<file path="config.mk">
export PLATFORM = sky130hd
export DESIGN_NAME = uart_rfifo
export DESIGN_NICKNAME = d
export VERILOG_FILES = /design/src/rtl/uart_receiver_pkg.sv /design/src/rtl/uart_rfifo.sv
export SDC_FILE = /design/constraint.sdc
export NUM_CORES = 1
export LEC_CHECK = 0
export CORE_MARGIN = 5
export CORE_UTILIZATION = 60
export DETAILED_ROUTE_END_ITERATION = 10
export PLACE_DENSITY = 0.84
export SYNTH_ARGS = -nofsm -noshare
export SYNTH_HDL_FRONTEND = slang
export SYNTH_SLANG_ARGS = --single-unit
export TNS_END_PERCENT = 30
</file>
<file path="constraint.sdc">
create_clock -name clk -period 8.6 [get_ports clk]
set_clock_uncertainty 0.1 [all_clocks]
set_input_delay 2.15 -clock clk [delete_from_list [all_inputs] [get_ports clk]]
set_output_delay 2.15 -clock clk [all_outputs]
set_load 0.1 [all_outputs]
</file>
<file path="src/rtl/uart_receiver_pkg.sv">
// Shared constants, state encoding and parity helper for the UART receive path.
package uart_receiver_pkg;

   localparam int UART_FIFO_REC_WIDTH = 11;
   localparam int UART_FIFO_DEPTH     = 16;
   localparam int UART_FIFO_POINTER_W = 4;
   localparam int UART_FIFO_COUNTER_W = 5;

   // Record layout: {data[7:0], break, parity_err, framing_err}
   localparam int UART_REC_FRAMING  = 0;
   localparam int UART_REC_PARITY   = 1;
   localparam int UART_REC_BREAK    = 2;
   localparam int UART_REC_DATA_LSB = 3;

   localparam int UART_LC_PE = 3;
   localparam int UART_LC_EP = 4;
   localparam int UART_LC_SP = 5;

   typedef enum logic [2:0] {
      sr_idle       = 3'd0,
      sr_rec_start  = 3'd1,
      sr_rec_bit    = 3'd2,
      sr_rec_parity = 3'd3,
      sr_rec_stop   = 3'd4,
      sr_push       = 3'd5,
      sr_wait_high  = 3'd6
   } rx_state_e;

   function automatic logic expected_parity(input logic [7:0] data, input logic ep, input logic sp);
      logic par;
      case ({ep, sp})
         2'b00:   par = ~^data;
         2'b01:   par = 1'b1;
         2'b10:   par = ^data;
         2'b11:   par = 1'b0;
         default: par = 1'b0;
      endcase
      return par;
   endfunction

   function automatic logic [2:0] char_last_bit(input logic [1:0] wls);
      return 3'd4 + {1'b0, wls};
   endfunction

endpackage

</file>
<file path="src/rtl/uart_rfifo.sv">
// 16-deep receive FIFO of 11-bit character records with overrun and error summary.
module uart_rfifo
   import uart_receiver_pkg::*;
(
   input  logic                           clk,
   input  logic                           wb_rst_i,
   input  logic                           push,
   input  logic                           pop,
   input  logic                           fifo_reset,
   input  logic                           reset_status,
   input  logic [UART_FIFO_REC_WIDTH-1:0] data_in,
   output logic [UART_FIFO_REC_WIDTH-1:0] data_out,
   output logic [UART_FIFO_COUNTER_W-1:0] count,
   output logic                           overrun,
   output logic                           error_bit
);

   logic [UART_FIFO_REC_WIDTH-1:0] mem_r [UART_FIFO_DEPTH];
   logic [UART_FIFO_POINTER_W-1:0] head_r;
   logic [UART_FIFO_POINTER_W-1:0] tail_r;
   logic [UART_FIFO_COUNTER_W-1:0] count_r;
   logic                           overrun_r;
   logic                           error_bit_r;
   logic                           full_s;
   logic                           empty_s;
   logic                           do_pop_s;
   logic                           do_push_s;
   logic                           err_any_s;
   logic [UART_FIFO_POINTER_W-1:0] offset_s;

   assign full_s    = (count_r == UART_FIFO_COUNTER_W'(UART_FIFO_DEPTH));
   assign empty_s   = (count_r == {UART_FIFO_COUNTER_W{1'b0}});
   assign do_pop_s  = pop && !empty_s;
   // A full FIFO still accepts a push when a pop frees a slot in the same clock.
   assign do_push_s = push && (!full_s || do_pop_s);

   // Storage, pointers, occupancy and the sticky overrun flag.
   always_ff @(posedge clk or posedge wb_rst_i) begin
      if (wb_rst_i) begin
         for (int i = 0; i < UART_FIFO_DEPTH; i++) begin
            mem_r[i] <= {UART_FIFO_REC_WIDTH{1'b0}};
         end
         head_r    <= {UART_FIFO_POINTER_W{1'b0}};
         tail_r    <= {UART_FIFO_POINTER_W{1'b0}};
         count_r   <= {UART_FIFO_COUNTER_W{1'b0}};
         overrun_r <= 1'b0;
      end else begin
         if (fifo_reset) begin
            head_r  <= {UART_FIFO_POINTER_W{1'b0}};
            tail_r  <= {UART_FIFO_POINTER_W{1'b0}};
            count_r <= {UART_FIFO_COUNTER_W{1'b0}};
         end else begin
            if (do_push_s) begin
               mem_r[tail_r] <= data_in;
               tail_r        <= tail_r + UART_FIFO_POINTER_W'(1);
            end
            if (do_pop_s) begin
               head_r <= head_r + UART_FIFO_POINTER_W'(1);
            end
            case ({do_push_s, do_pop_s})
               2'b10:   count_r <= count_r + UART_FIFO_COUNTER_W'(1);
               2'b01:   count_r <= count_r - UART_FIFO_COUNTER_W'(1);
               default: count_r <= count_r;
            endcase
         end
         if (reset_status) begin
            overrun_r <= 1'b0;
         end else if (push && !do_push_s) begin
            overrun_r <= 1'b1;
         end
      end
   end

   // OR of the error flags of entries lying between head and head+count.
   always_comb begin
      err_any_s = 1'b0;
      offset_s  = {UART_FIFO_POINTER_W{1'b0}};
      for (int i = 0; i < UART_FIFO_DEPTH; i++) begin
         offset_s = UART_FIFO_POINTER_W'(i) - head_r;
         if (({1'b0, offset_s} < count_r) && (mem_r[i][UART_REC_BREAK:UART_REC_FRAMING] != 3'b000)) begin
            err_any_s = 1'b1;
         end else begin
            err_any_s = err_any_s;
         end
      end
   end

   // Registered error summary, cleared together with a flush.
   always_ff @(posedge clk or posedge wb_rst_i) begin
      if (wb_rst_i) begin
         error_bit_r <= 1'b0;
      end else if (fifo_reset) begin
         error_bit_r <= 1'b0;
      end else begin
         error_bit_r <= err_any_s;
      end
   end

   assign data_out  = empty_s ? {UART_FIFO_REC_WIDTH{1'b0}} : mem_r[head_r];
   assign count     = count_r;
   assign overrun   = overrun_r;
   assign error_bit = error_bit_r;

endmodule

</file>
After elaboration in Yosys (flattened, before gate mapping)

Index checks and enable logic that the tools add are counted.

Add/sub/neg operators: 20
$lt $le $gt $ge: 19
Equal/unequal tests: 3
Muxes and demuxes: 32
Bitwise gates (word level): 3
Reductions and logical operators: 46

Operators by type and width:

| kind                  | number |
|---|---|
| $bwmux W176           | 1 |
| $lt A4 B5 Y1          | 16 |
| $reduce_bool A3 Y1    | 17 |
| $bmux W11 S4          | 1 |
| $demux W11 S4         | 1 |
| $mux W11              | 4 |
| $sub A4 B4 Y4 const A | 8 |
| $logic_and A1 B1 Y1   | 20 |
| $mux W1               | 19 |
| $mux W4               | 4 |
| $sub A3 B4 Y4 const A | 4 |
| $ge A5 B5 Y1 const B  | 2 |
| $not A4 Y5            | 2 |
| $pmux W5 S2           | 1 |
| $add A4 B1 Y4 const B | 2 |
| $sub A1 B4 Y4 const A | 2 |
| $sub A2 B4 Y4 const A | 2 |
| $reduce_bool A2 Y1    | 3 |
| $add A5 B1 Y5 const B | 1 |
| $eq A5 B5 Y1 const B  | 1 |
| $logic_not A5 Y1      | 1 |
| $lt A5 B1 Y1 const B  | 1 |
| $mux W5               | 1 |
| $sub A5 B1 Y5 const B | 1 |
| other kinds (6)       | 8 |

Register bits after elaboration: 191

Depth between registers and ports, before layout

Depth in word-level cells: 20
Mapped depth: 14

Worst setup path before layout

Ideal clock, no wire load.

Path type: register to output
Start: register head_r[1]
End: output data_out[3]
Arrival: 3.055 ns
Data required time: 6.350 ns
Path slack: 3.295 ns
Stages on the path, launching flop included: 7
Cell sequence: dfrtp_1 -> buf_2 -> clkbuf_1 -> buf_2 -> mux4_2 -> mux4_2 -> nor2b_1

Word-level cells in the longest chain between the ends: 5

RTL lines:

| item                                         | RTL line         | RTL |
|---|---|---|
| start: declaration                           | uart_rfifo.sv:19 | `logic [UART_FIFO_POINTER_W-1:0] head_r;` |
| start signal: assignment                     | uart_rfifo.sv:43 | `head_r <= {UART_FIFO_POINTER_W{1'b0}};` |
| start signal: assignment                     | uart_rfifo.sv:49 | `head_r <= {UART_FIFO_POINTER_W{1'b0}};` |
| start signal: assignment                     | uart_rfifo.sv:58 | `head_r <= head_r + UART_FIFO_POINTER_W'(1);` |
| $not A4 Y5 (not written as such)             | uart_rfifo.sv:99 | `assign data_out = empty_s ? {UART_FIFO_REC_WIDTH{1'b0}} : mem_r[head_r];` |
| $bmux W11 S4                                 | uart_rfifo.sv:99 |  |
| $mux W11 (not written as such) (2 in series) | uart_rfifo.sv:99 |  |
| $mux W11                                     | uart_rfifo.sv:99 |  |
| end: declaration                             | uart_rfifo.sv:12 | `output logic [UART_FIFO_REC_WIDTH-1:0] data_out,` |

No other way between the ends. The select of a mux whose other input is x is not followed.

Worst setup path in the final report

Start: register head_r[0]
End: output data_out[4]

Same word-level chain as after synthesis.

==> out/qor.csv <==
metric,value,unit
fin_setup_tns,0,ps
synth_commonest_cells,"dfrtp_1, mux2_2, mux4_2",
synth_nets,781,
netlist-cell-type-count,39,
synth_area_leader_cell,dfrtp_1,
period_needed,6410,ps
netSwitchingFraction,0.4161,
synth_area_leaders,"dfrtp_1, mux2_2, mux4_2",
reg2reg_depth,11,
synth_edf_count,0,
gp_congestion,0.8885,
h-tree-depth,4,
io_buffers,34,
grt_pass1_wl,38.25,mm
grt_start_max_net_pins,108,
p_int,1.974,mW
synthCells,720,
synth.most_common_cell,dfrtp_1,
clock_latency,430,ps
holdPathEnd,mem_r[65]$_DFFE_PP0P_,
clkSinkCount,191,
r2r_slack,5090,ps
grt_util_met3,0.04871,
fp.dieH,139.8,um
crit-reg2reg-launch,head_r[0]$_DFFE_PP0P_,
yosys_warnings,0,
worstPathRequired,6350,ps
die_w,139.8,um
power.total,3.381,mW
cts_setup_buffers,0,
start_util,0.6096,
seq_power_share,0.342,
reg2reg_to,error_bit$_DFF_PP0_,
use_met2,0.4237,
switchingPower,1.407,mW
first_global_vias,6748,
p_clk_frac,0.224,
maxSlewViolCount,0,
grt_usage,0.2519,
powerDensity,303.5,nW/um^2
slew-limit-headroom,0.2080,
post-route-drc-count,0,
rows,47,
outcome,completed,
die-area,19540,sq um
syn_to_final_growth,10.22,%
cts_buffer_depth,2,
max_freq,0.1560,GHz
async_flop_share,1.000,
drt_iter0_drc,489,
layout-drive-gt1-share,0.3902,
vias_per_cell,6.372,
yosysSeqAreaShare,0.4728,
hold_violations,0,
syn_area,10110,sq um
dpl-instance-area,10580,sq um
fillers,1139,
cts_resized,0,
numCtsBuffers,17,
n_antenna_cell,0,
dr_total_vias,6219,
hold_start,mem_r[65]$_DFFE_PP0P_,
first_pass_iters,7,
cts_tree,done,
min_path_cells,1,
power.leakage,5.152,nW
crit_path_end_kind,primary output,
globalRoute.busiestLayer,met2,
synth_ff_type,dfrtp_1,
cp-start-kind,flop,
rsz0062_at_grt,no,
cts_root_buffer,clkbuf_16,
crit_fanout,31,
clk_pin_slew_worst_paths,70,ps
wirelength,23.54,mm
setup_viol,0,
synth.avg_cell_area,14.04,sq um
finalNetCount,805,
timing.final.crit_share,0.7454,
hp-class,reg -> reg,
synth_top_area_share,0.4728,
io-pin-count,35,
combPwrFrac,0.434,
overflow,0,
synth-seq-cells,191,
core-area,16580,sq um
wl_per_cell,24.12,um
ir_drop,0.0003158,V
holdBufCountCts,0,
finish.utilization,0.6719,
worst_pin_slew,1184,ps
drtAntennaViolNets,0,
cap_viol_max_count,0,
critPathKind,reg -> out,
worstPathArrival,4160,ps
met1_usage,0.3271,
stdcell_area,11140,sq um
hpwl,15.38,mm
antenna_found_initial,0,
routing by layer:
metal	vias up	wire (um)
li1	2665	-
met1	3263	9596
met2	234	11870
met5	-	0
met4	0	783
met3	57	1286
state kept, by name, summed over array words and instances (netlist names):
register / flops
head_r: 4
error_bit: 1
overrun: 1
count: 5
tail_r: 4
mem_r: 176
how the worst max path moves through the flow:
stage	start	end	slack, ps	cells after the start
after CTS	head_r[0]$_DFFE_PP0P_	data_out[4]	2110	5
after global routing	head_r[0]$_DFFE_PP0P_	data_out[4]	1970	5
after floorplan	wb_rst_i	count[0]$_DFFE_PP0P_	1150	1
final	head_r[0]$_DFFE_PP0P_	data_out[4]	2190	5
after global placement	head_r[0]$_DFFE_PP0P_	data_out[10]	2670	5
after detailed placement	head_r[0]$_DFFE_PP0P_	data_out[4]	2590	5
logic make-up (layout without fill, tap and decap cells):
| group | after synthesis | in the layout | synth area share |
|---|---|---|---|
| AOI/OAI and AO/OA | 57 | 57 | 0.03689 |
| xor gates and xnor gates | 19 | 19 | 0.01646 |
| adders and majority gates | 44 | 44 | 0.05521 |
| buffers and inverters | 73 | 109 | 0.04035 |
| DFF | 191 | 191 | 0.4728 |
| muxes | 233 | 233 | 0.3248 |
| and+or+nand+nor | 103 | 103 | 0.05347 |
area by class of cell:
cell class / instances / area, sq um / area share
clock buffers: 21 / 460.4 / 0.04133
clock inverters: 10 / 101.3 / 0.009096
inverters: 25 / 98.84 / 0.008871
multi-input cells: 456 / 4941 / 0.4435
flip-flops and latches: 191 / 4782 / 0.4292
well taps: 220 / 275.3 / 0.02471
repair buffers: 53 / 483.0 / 0.04335
stage by stage:
| stage | hold slack, ps | instances | worst slack, ps |
|---|---|---|---|
| 3_3_place_gp | 384.6 | 945 | 2675 |
| 5_1_grt | 421.0 | 976 | 1968 |
| 6_report | 403.2 | 976 | 2190 |
| 3_5_place_dp | 390.8 | 945 | 2593 |
| 4_1_cts | 404.6 | 976 | 2107 |
| 2_1_floorplan | 375.1 | 720 | 1151 |
power by group through the flow:
stage               clock, mW  combinational [mW]  sequential, mW
global route            0.811                1.56            1.18
detailed placement          0                1.46            1.17
CTS                     0.768                1.47            1.16
global placement            0                1.41            1.16
floorplan                   0                1.10            1.17
finish                  0.757                1.47            1.16
cells in the final DEF (no fill, tap or decap), drive strengths merged:
cell and n:
dfrtp 191, mux2 177, mux4 55, ha 43
clkdlybuf4s50 34, nor2 33, inv 28, clkbuf 21
nor3 20, a21oi 19, buf 19, nor2b 19
nand2 18, xnor2 12, o21ai 11, a21o 9
xor2 7, nand2b 5, clkinv 5, o32ai 4
a211oi 4, o22ai 4, o32a 3, nand3b 2
nand4 2, or4 1, o21a 1, and4 1
nor4b 1, a41oi 1, o31ai 1, mux2i 1
nand3 1, fa 1, bufinv 1, clkinvlp 1
critical path: stages, from the launching register on:
cell,delay (ps)
dfrtp_2,1000
buf_4,520
mux4_2,570
mux4_2,480
nor2b_1,160
clkdlybuf4s50_1,980
(Power assumes the default switching activity.)
